### config.mk
export PLATFORM = sky130hd
export DESIGN_NAME = multicycle_control
export DESIGN_NICKNAME = d
export VERILOG_FILES = /design/src/rtl/rv_ctrl_pkg.sv /design/src/rtl/ctrl_decode.sv /design/src/rtl/multicycle_control.sv
export SDC_FILE = /design/constraint.sdc
export NUM_CORES = 1
export LEC_CHECK = 0
export BUFFER_PORTS_ARGS = -buffer_cell sky130_fd_sc_hd__clkbuf_2
export CORE_ASPECT_RATIO = 0.8
export CORE_UTILIZATION = 35
export DETAILED_ROUTE_END_ITERATION = 10
export PLACE_DENSITY = 0.65
export SLEW_MARGIN = 20
export SYNTH_ARGS = -nofsm -noshare
export SYNTH_HDL_FRONTEND = slang
export SYNTH_SLANG_ARGS = --single-unit
export TNS_END_PERCENT = 10
### constraint.sdc
create_clock -name clk -period 3.6 [get_ports clk]
set_input_delay 0.72 -clock clk [delete_from_list [all_inputs] [get_ports clk]]
set_output_delay 0.72 -clock clk [all_outputs]
set_load 0.01 [all_outputs]
### src/rtl/rv_ctrl_pkg.sv
// rv_ctrl_pkg: shared encodings for the multicycle control unit.
// Holds the base opcodes, the FSM state encoding, the instruction classes,
// and the imm_sel, alu_op, result_src and ALU operand select codes.
package rv_ctrl_pkg;

    localparam logic [6:0] OP_LOAD   = 7'b0000011;
    localparam logic [6:0] OP_STORE  = 7'b0100011;
    localparam logic [6:0] OP_OP     = 7'b0110011;
    localparam logic [6:0] OP_OPIMM  = 7'b0010011;
    localparam logic [6:0] OP_LUI    = 7'b0110111;
    localparam logic [6:0] OP_AUIPC  = 7'b0010111;
    localparam logic [6:0] OP_JAL    = 7'b1101111;
    localparam logic [6:0] OP_JALR   = 7'b1100111;
    localparam logic [6:0] OP_BRANCH = 7'b1100011;
    localparam logic [6:0] OP_SYSTEM = 7'b1110011;

    typedef enum logic [2:0] {
        S_FETCH     = 3'd0,
        S_DECODE    = 3'd1,
        S_EXECUTE   = 3'd2,
        S_MEMORY    = 3'd3,
        S_WRITEBACK = 3'd4,
        S_HALT      = 3'd5,
        S_TRAP      = 3'd6
    } state_t;

    typedef enum logic [3:0] {
        C_NONE, C_LOAD, C_STORE, C_OP, C_OPIMM, C_LUI,
        C_AUIPC, C_JAL, C_JALR, C_BRANCH, C_SYSTEM
    } cls_t;

    localparam logic [2:0] IMM_NONE = 3'b000;
    localparam logic [2:0] IMM_I    = 3'b001;
    localparam logic [2:0] IMM_S    = 3'b010;
    localparam logic [2:0] IMM_B    = 3'b011;
    localparam logic [2:0] IMM_U    = 3'b100;
    localparam logic [2:0] IMM_J    = 3'b101;

    localparam logic [1:0] ALU_ADD  = 2'b00;
    localparam logic [1:0] ALU_BR   = 2'b01;
    localparam logic [1:0] ALU_FUNC = 2'b10;

    localparam logic [1:0] RES_ALU  = 2'b00;
    localparam logic [1:0] RES_LOAD = 2'b01;
    localparam logic [1:0] RES_PC4  = 2'b10;

    localparam logic [1:0] SRC_A_RS1  = 2'b00;
    localparam logic [1:0] SRC_A_PC   = 2'b01;
    localparam logic [1:0] SRC_A_ZERO = 2'b10;

    localparam logic [1:0] SRC_B_RS2  = 2'b00;
    localparam logic [1:0] SRC_B_IMM  = 2'b01;

endpackage

### src/rtl/ctrl_decode.sv
// ctrl_decode: combinational instruction classifier.
// Ports: op/funct3/imm (instruction fields) in; cls (instruction class),
// imm_sel (immediate format), illegal (must trap), halt (ECALL, or EBREAK
// when HALT_ON_EBREAK) out.
module ctrl_decode
    import rv_ctrl_pkg::*;
#(
    parameter bit HALT_ON_EBREAK = 1'b1
) (
    input  logic [6:0]  op,
    input  logic [2:0]  funct3,
    input  logic [11:0] imm,
    output cls_t        cls,
    output logic [2:0]  imm_sel,
    output logic        illegal,
    output logic        halt
);

    always_comb begin
        cls = op == OP_LOAD   ? C_LOAD   :
              op == OP_STORE  ? C_STORE  :
              op == OP_OP     ? C_OP     :
              op == OP_OPIMM  ? C_OPIMM  :
              op == OP_LUI    ? C_LUI    :
              op == OP_AUIPC  ? C_AUIPC  :
              op == OP_JAL    ? C_JAL    :
              op == OP_JALR   ? C_JALR   :
              op == OP_BRANCH ? C_BRANCH :
              op == OP_SYSTEM ? C_SYSTEM : C_NONE;
        imm_sel = (cls inside {C_OPIMM, C_LOAD, C_JALR}) ? IMM_I :
                  cls == C_STORE                       ? IMM_S :
                  cls == C_BRANCH                      ? IMM_B :
                  (cls inside {C_LUI, C_AUIPC})        ? IMM_U :
                  cls == C_JAL                         ? IMM_J : IMM_NONE;
        // ECALL always halts; EBREAK halts only when configured to.
        halt = cls == C_SYSTEM &&
               ((funct3 == 3'b000 && imm == 12'h000) || (imm == 12'h001 && HALT_ON_EBREAK));
        illegal = cls == C_NONE || (cls == C_SYSTEM && !halt);
    end

endmodule

### src/rtl/multicycle_control.sv
// multicycle_control: FSM sequencing a multicycle RV32I datapath.
// Ports: clk, rst_n (sync, active low); op/funct3/imm from the IR;
// mem_ready, branch_taken status in. Out: mem_req/mem_we memory handshake,
// ir_we/pc_we/reg_we register enables, alu_src_a/alu_src_b/alu_op/
// result_src/imm_sel datapath selects, halted/trap terminal flags, state.
module multicycle_control
    import rv_ctrl_pkg::*;
#(
    parameter int MEM_TIMEOUT    = 15,
    parameter int HALT_ON_EBREAK = 1
) (
    input  logic        clk,
    input  logic        rst_n,
    input  logic [6:0]  op,
    input  logic [2:0]  funct3,
    input  logic [11:0] imm,
    input  logic        mem_ready,
    input  logic        branch_taken,
    output logic        mem_req,
    output logic        mem_we,
    output logic        ir_we,
    output logic        pc_we,
    output logic        reg_we,
    output logic        halted,
    output logic        trap,
    output logic [1:0]  alu_src_a,
    output logic [1:0]  alu_src_b,
    output logic [1:0]  alu_op,
    output logic [1:0]  result_src,
    output logic [2:0]  imm_sel,
    output logic [2:0]  state
);

    localparam int CW = $clog2(MEM_TIMEOUT + 1);

    state_t        st;
    cls_t          cls;
    logic [CW-1:0] cnt;
    logic [CW-1:0] cnt_nxt;
    logic [2:0]    dec_imm_sel;
    logic          illegal;
    logic          halt;
    logic          waiting;
    logic          timeout;
    logic          jump;
    logic          ex;
    logic          wb;

    ctrl_decode #(.HALT_ON_EBREAK(HALT_ON_EBREAK != 0)) u_decode (
        .op      (op),
        .funct3  (funct3),
        .imm     (imm),
        .cls     (cls),
        .imm_sel (dec_imm_sel),
        .illegal (illegal),
        .halt    (halt)
    );

    // A ready in the cycle the count would reach the limit still completes.
    always_comb begin
        cnt_nxt = cnt + CW'(1);
        waiting = (st == S_FETCH || st == S_MEMORY) && !mem_ready;
        timeout = waiting && cnt_nxt == CW'(MEM_TIMEOUT);
    end

    // Every non-waiting cycle clears the counter, so any entry into FETCH
    // or MEMORY starts from zero.
    always_ff @(posedge clk) begin
        if (!rst_n) begin
            st  <= S_FETCH;
            cnt <= '0;
        end else begin
            cnt <= waiting ? cnt_nxt : '0;
            case (st)
                S_FETCH:     st <= mem_ready ? S_DECODE : timeout ? S_TRAP : S_FETCH;
                S_DECODE:    st <= illegal ? S_TRAP : halt ? S_HALT : S_EXECUTE;
                S_EXECUTE:   st <= (cls == C_LOAD || cls == C_STORE) ? S_MEMORY :
                                   cls == C_BRANCH ? S_FETCH : S_WRITEBACK;
                S_MEMORY:    st <= mem_ready ? (cls == C_STORE ? S_FETCH : S_WRITEBACK) :
                                   timeout ? S_TRAP : S_MEMORY;
                S_WRITEBACK: st <= S_FETCH;
                S_HALT:      st <= S_HALT;
                default:     st <= S_TRAP;
            endcase
        end
    end

    // Outputs are forced idle while reset is held, whatever the current state.
    always_comb begin
        jump       = cls == C_JAL || cls == C_JALR;
        ex         = rst_n && st == S_EXECUTE;
        wb         = rst_n && st == S_WRITEBACK;
        mem_req    = rst_n && (st == S_FETCH || st == S_MEMORY);
        mem_we     = rst_n && st == S_MEMORY && cls == C_STORE;
        ir_we      = rst_n && st == S_FETCH && mem_ready;
        pc_we      = (ex && (jump || (cls == C_BRANCH && branch_taken))) ||
                     (mem_we && mem_ready) || (wb && !jump);
        reg_we     = wb;
        halted     = rst_n && st == S_HALT;
        trap       = rst_n && st == S_TRAP;
        alu_op     = !ex ? ALU_ADD :
                     (cls == C_OP || cls == C_OPIMM) ? ALU_FUNC :
                     cls == C_BRANCH ? ALU_BR : ALU_ADD;
        alu_src_a  = !ex ? SRC_A_RS1 :
                     cls == C_LUI ? SRC_A_ZERO :
                     (cls inside {C_AUIPC, C_JAL, C_BRANCH}) ? SRC_A_PC : SRC_A_RS1;
        alu_src_b  = (!ex || cls == C_OP) ? SRC_B_RS2 : SRC_B_IMM;
        result_src = !wb ? RES_ALU : cls == C_LOAD ? RES_LOAD : jump ? RES_PC4 : RES_ALU;
        imm_sel    = (rst_n && (st inside {S_DECODE, S_EXECUTE, S_MEMORY, S_WRITEBACK})) ?
                     dec_imm_sel : IMM_NONE;
        state      = st;
    end

endmodule

==> results.ini, run 1 <==
[status]
status = complete, but fails checks
violations = DRC

[routing]
drc = 3
drtPass1Iterations = 7
vias_per_cell = 5.64
first_iter_violations = 23
num_vias = 1077
final_antenna_net_count = 0
wl_per_cell_um = 12.7
wl_um = 2420

[placed_design]
port_buffers = 45
gp_congestion = 0.935
dp_hpwl_um = 1930
place_area_um2 = 1070

[yosys]
syn_avg_cell_area_um2 = 6.85
ys_seq_area_share_pct = 16.2
synth_fa_ha_area_share_pct = 2.90
synth_xor_area_share_pct = 4.93
async_flop_share_pct = 0
synth.area.mux_share_pct = 0
synth_top_family_by_area = simple AND/OR/NAND/NOR gates
netlist_instances = 126
synth-simple-area-share_pct = 43.5
syn_nets = 154
synth_edf_count = 0
ys_ff_latch = 7
syn_area_um2 = 863
synth-compound-area-share_pct = 23.0
ys.flop_type = dfxtp_1
ys.warnings.count = 0
ys_types = 47

[worst_setup_path]
crit_chain = clkbuf_2, nand4bb_1, o22ai_1, a222oi_1, nor4_1, clkbuf_2
slowest_delay_ns = 0.42
critPathKind = in -> out
path_max_fanout = 8
worstSetupStartpointType = input pin
slowest_stage = nand4bb_1
end_kind = primary output
cp.required_ns = 2.88
crit_top_cell = clkbuf_2
r2r_start = state[0]$_SDFF_PN0_
crit_start = op[3]
arrival_ns = 2.04

[floorplanning]
pin_count = 47
core_um2 = 2230
die-area_um2 = 2670
rows = 15
start_util_pct = 38.7
die_h_um = 46.4
die_width_um = 57.5

[pwr]
pwr_density_cell_nw_per_um2 = 262
ir_worst_vdd_uv = 117
cellLeakagePower_uw = 0.000502

[global_routing]
antenna_found_initial = 0
grt_max_degree = 15
grt_pass1_wl_um = 3820
first_global_vias = 904
grt_usage_pct = 18.3
overflow = 0

[layout]
finish.net_count = 195
layout_commonest_cell = clkbuf_2
ff_latch_area_um2 = 140
multiInputGateArea_um2 = 646
drive_above_1_share_pct = 33.1
syn_to_final_growth_pct = 27.2
fin_area_um2 = 1100
final_cell_mix = clkbuf_2 (45), nor2_1 (17), nand2_1 (11), a21oi_1 (7), dfxtp_1 (7)
nFillCells = 230
antennaDiodeCount = 0

[min_path]
hold_class = reg -> reg
min-delay-start = cnt[0]$_SDFF_PN0_

[clock_tree]
cts_hold_buffers = 0
tritoncts = yes
ctsHtreeMaxLevel = 1
post_cts_resize_count = 0
path_clk_slew_ns = 0.05
cts_made_buffers = 3
cts_root_buffer = clkbuf_4
clock_latency_ns = 0.25
cts_buffer_depth = 2
cts.sinks = 7
post_cts.repair.setup_buffers = 0

[timing]
min_period_over_period_pct = 76.7
skew_ns = 0.00433
rsz0062_at_grt = false
final_max_slew_viol_count = 0
fmax_mhz = 362
setup_violations = 0
tns_ns = 0
period_minus_slack_ns = 2.76
finalHoldViolCount = 0

[flow_run]
drv_cap = 0

-- kinds of logic (layout without fill, tap and decap cells) --
family,after synthesis,after routing
compound gates,28,28
xor+xnor,4,4
fa+ha+maj,2,2
buf+inv,16,56
flops,7,7
other cells,1,1
simple gates,68,68
-- critical path, delay by kind of cell --
family / cells / cell delay (ns)
and+or+nand+nor: 2 / 0.65
buffers and inverters: 2 / 0.31
AOI/OAI and AO/OA: 2 / 0.35
-- path summary, 6_finish.rpt --
check | endpoint | slack, ns | cells after the start
setup / recovery | imm_sel[2] | 0.84 | 6
setup reg to reg | state[2]$_SDFF_PN0_ | 2.03 | 4
hold reg to reg | cnt[0]$_SDFF_PN0_ | 0.46 | 1
hold / removal | cnt[0]$_SDFF_PN0_ | 0.46 | 1
-- power breakdown --
group	switching, uW	total (uW)	internal (uW)
sequential	18.9	104	84.9
combinational	64.3	116	51.7
clock	26.1	68.1	42.1
-- layer usage --
metal / part of all wire [%] / wire, um / vias to the layer above / GRT usage [%]
met4: 0 / 0 / 0 / 1.46
met2: 45 / 1080 / 45 / 32.3
met5: 0 / 0 / - / 0
li1: - / - / 538 / -
met3: 7.1 / 172 / 0 / 3.65
met1: 48 / 1160 / 494 / 24.1
-- flip-flops by register name, summed over array words and instances (netlist names) --
register and flops:
cnt 4, state 3
-- Yosys cell counts (2+ instances only) --
master	count	area (um2)
o21ai_0	4	20.0
clkbuf_1	2	7.51
nor4_1	6	37.5
nor4b_1	2	17.5
ha_1	2	25.0
inv_1	6	22.5
nand3_1	4	20.0
buf_2	5	25.0
and3_2	3	22.5
nor3_1	4	20.0
o41a_1	2	22.5
nand2b_1	6	37.5
dfxtp_1	7	140
xor2_1	2	17.5
nand2_1	11	41.3
o22ai_1	2	12.5
or3_1	4	25.0
nor2_1	17	63.8
a21oi_1	7	35.0
buf_4	3	22.5
-- cell type report --
cell class	instances	share of cell area (%)
timing repair buffer	46	21.2
sequential	7	12.8
tap	25	2.85
clock buffer	4	2.39
multi-input combinational	103	58.8
inverter	6	2.05
-- metrics by stage --
step                      utilization, %  hold WS [ns]  setup slack, ns  cells  power, uW
final                               49.2         0.459            0.839    191        288
after global routing                49.2         0.493            0.616    191        310
after CTS                           49.2         0.467            0.858    191        291
after detailed placement            48.0         0.457            0.862    187        221
after global placement              48.0         0.446            0.897    187        218
after floorplan                        -         0.430             1.11    126        181
Power figures use the tool's default switching activity.
==> inputs of run 2 (changes only) <==
- clock period: 3.6 -> 2.65 ns (I/O delays scaled with it)
==> run 2 against run 1 <==
Effect of this change:
- the run still ends with DRC left
- power rose by 38%
- final cell count rose by 1.0%
- die area did not move
- sequential cell count did not move
- critical endpoint is now pc_we
- largest power group unchanged
==> results.ini, run 2 (same netlist as run 1, synthesis figures left out) <==
[floorplanning]
pin_count = 47
die_width_um = 57.5
die-area_um2 = 2670
start_util_pct = 38.7
rows = 15
die_h_um = 46.4
core_um2 = 2230

[worst_setup_path]
end_kind = primary output
reg2reg_depth = 4
critPathKind = in -> out
timing.critical_path.buf_inv = 3
slowest_delay_ns = 0.38
path_delay_family = simple AND/OR/NAND/NOR gates
worstSetupStartpointType = input pin
slowest_stage = or3_1
path_max_fanout = 8
crit_top_cell = clkbuf_2
arrival_ns = 1.80
r2r_start = state[0]$_SDFF_PN0_
cp.required_ns = 2.12
crit_chain = clkbuf_2, nor4bb_1, buf_4, nand2_2, or3_1, o211ai_2, clkbuf_2
rr_endpoint = state[2]$_SDFF_PN0_
r2r_slack_ns = 1.05

[clock_tree]
clock_latency_ns = 0.25
path_clk_slew_ns = 0.05
cts_hold_buffers = 0
ctsHtreeMaxLevel = 1
cts_root_buffer = clkbuf_4
cts_made_buffers = 3
cts_buffer_depth = 2
post_cts_resize_count = 0
tritoncts = yes
cts.sinks = 7
post_cts.repair.setup_buffers = 0

[pwr]
clkPwrFrac_pct = 23.8
cellLeakagePower_uw = 0.000512
ir_worst_vdd_uv = 176
pwr_density_cell_nw_per_um2 = 356
p_sw_share_pct = 37.7
switching_power_uw = 150
comb_power_share_pct = 42.8
seqPwrFrac_pct = 33.4
p_int_uw = 247

[global_routing]
antenna_found_initial = 0
overflow = 0
grt_max_degree = 15
grt_usage_pct = 18.9
first_global_vias = 907
grt_pass1_wl_um = 3930

[routing]
first_iter_violations = 38
final_antenna_net_count = 0
num_vias = 1108
vias_per_cell = 5.74
drtPass1Iterations = 9
drc = 3
wl_um = 2460
wl_per_cell_um = 12.7

[min_path]
hold_class = reg -> reg
whs_endpoint = cnt[0]$_SDFF_PN0_
hold_depth = 1
min-delay-start = cnt[0]$_SDFF_PN0_

[status]
status = complete, but fails checks
violations = DRC

[timing]
final_max_slew_viol_count = 0
skew_ns = 0.00471
fmax_mhz = 429
rsz0062_at_grt = false
setup_violations = 0
period_minus_slack_ns = 2.33
finalHoldViolCount = 0
tns_ns = 0
min_period_over_period_pct = 88.0

[layout]
largest_register_ffs = 4
finish.net_count = 197
drive_above_1_share_pct = 33.9
layout_commonest_cell = clkbuf_2
final_cell_mix = clkbuf_2 (45), nor2_1 (17), nand2_1 (11), a21oi_1 (7), dfxtp_1 (7)
fin_util_pct = 49.9
max_flop_register = cnt
syn_to_final_growth_pct = 29.0
antennaDiodeCount = 0

[placed_design]
dp_hpwl_um = 2000
port_buffers = 45
gp_congestion = 0.891

[flow_run]
drv_cap = 0

-- run 2: changes by cell type in the layout (fill, tap and decap cells not counted), sizes merged --
cell and delta:
buf +2
-- run 2: layout make-up --
cell class,count,area [um2]
fillers,242,1120
multi-input cells,103,646
repair buffers,48,248
flip-flops and latches,7,140
well taps,25,31.3
clock buffers,4,26.3
inverters,6,22.5
-- run 2: worst max path at each step --
stage               cells past startpoint                start  slack (ns)           end
floorplan                               5                op[4]        0.54    imm_sel[2]
global placement                        7                op[2]        0.32         pc_we
detailed placement                      7                op[2]        0.32         pc_we
CTS                                     7                op[2]        0.32         pc_we
global route                            5  state[1]$_SDFF_PN0_        0.17  alu_src_a[1]
finish                                  7                op[2]        0.32         pc_we
-- run 2: stage by stage --
stage | total power (uW) | cells | instance area (um2) | setup WS, ns | hold slack [ns]
6_report | 397 | 193 | 1110 | 0.317 | 0.463
5_1_grt | 429 | 193 | 1110 | 0.168 | 0.489
3_5_place_dp | 303 | 189 | 1090 | 0.321 | 0.459
4_1_cts | 401 | 193 | 1110 | 0.317 | 0.470
3_3_place_gp | 300 | 189 | 1090 | 0.324 | 0.447
2_1_floorplan | 245 | 126 | 863 | 0.544 | 0.430
-- run 2: power groups by stage --
| stage | logic [uW] | registers (uW) | clock network, uW |
|---|---|---|---|
| 6_report | 170 | 132 | 94.3 |
| 5_1_grt | 190 | 135 | 104 |
| 4_1_cts | 170 | 132 | 99.5 |
| 3_5_place_dp | 169 | 134 | 0 |
| 3_3_place_gp | 167 | 134 | 0 |
| 2_1_floorplan | 118 | 127 | 0 |
-- run 2: layer usage --
layer  GRT usage [%]  wire length [um]  vias up
met1            26.2              1150      509
met3            3.65               212        0
met5               0                 0        -
li1                -                 -      546
met4            1.46                 0        0
met2            31.6              1090       53
-- run 2: worst reg2reg max path, cell delays in order (launching register included) --
cell     delay [ns]
dfxtp_1        0.57
inv_1          0.18
o21ai_0        0.26
a22oi_1        0.11
o41a_1         0.37
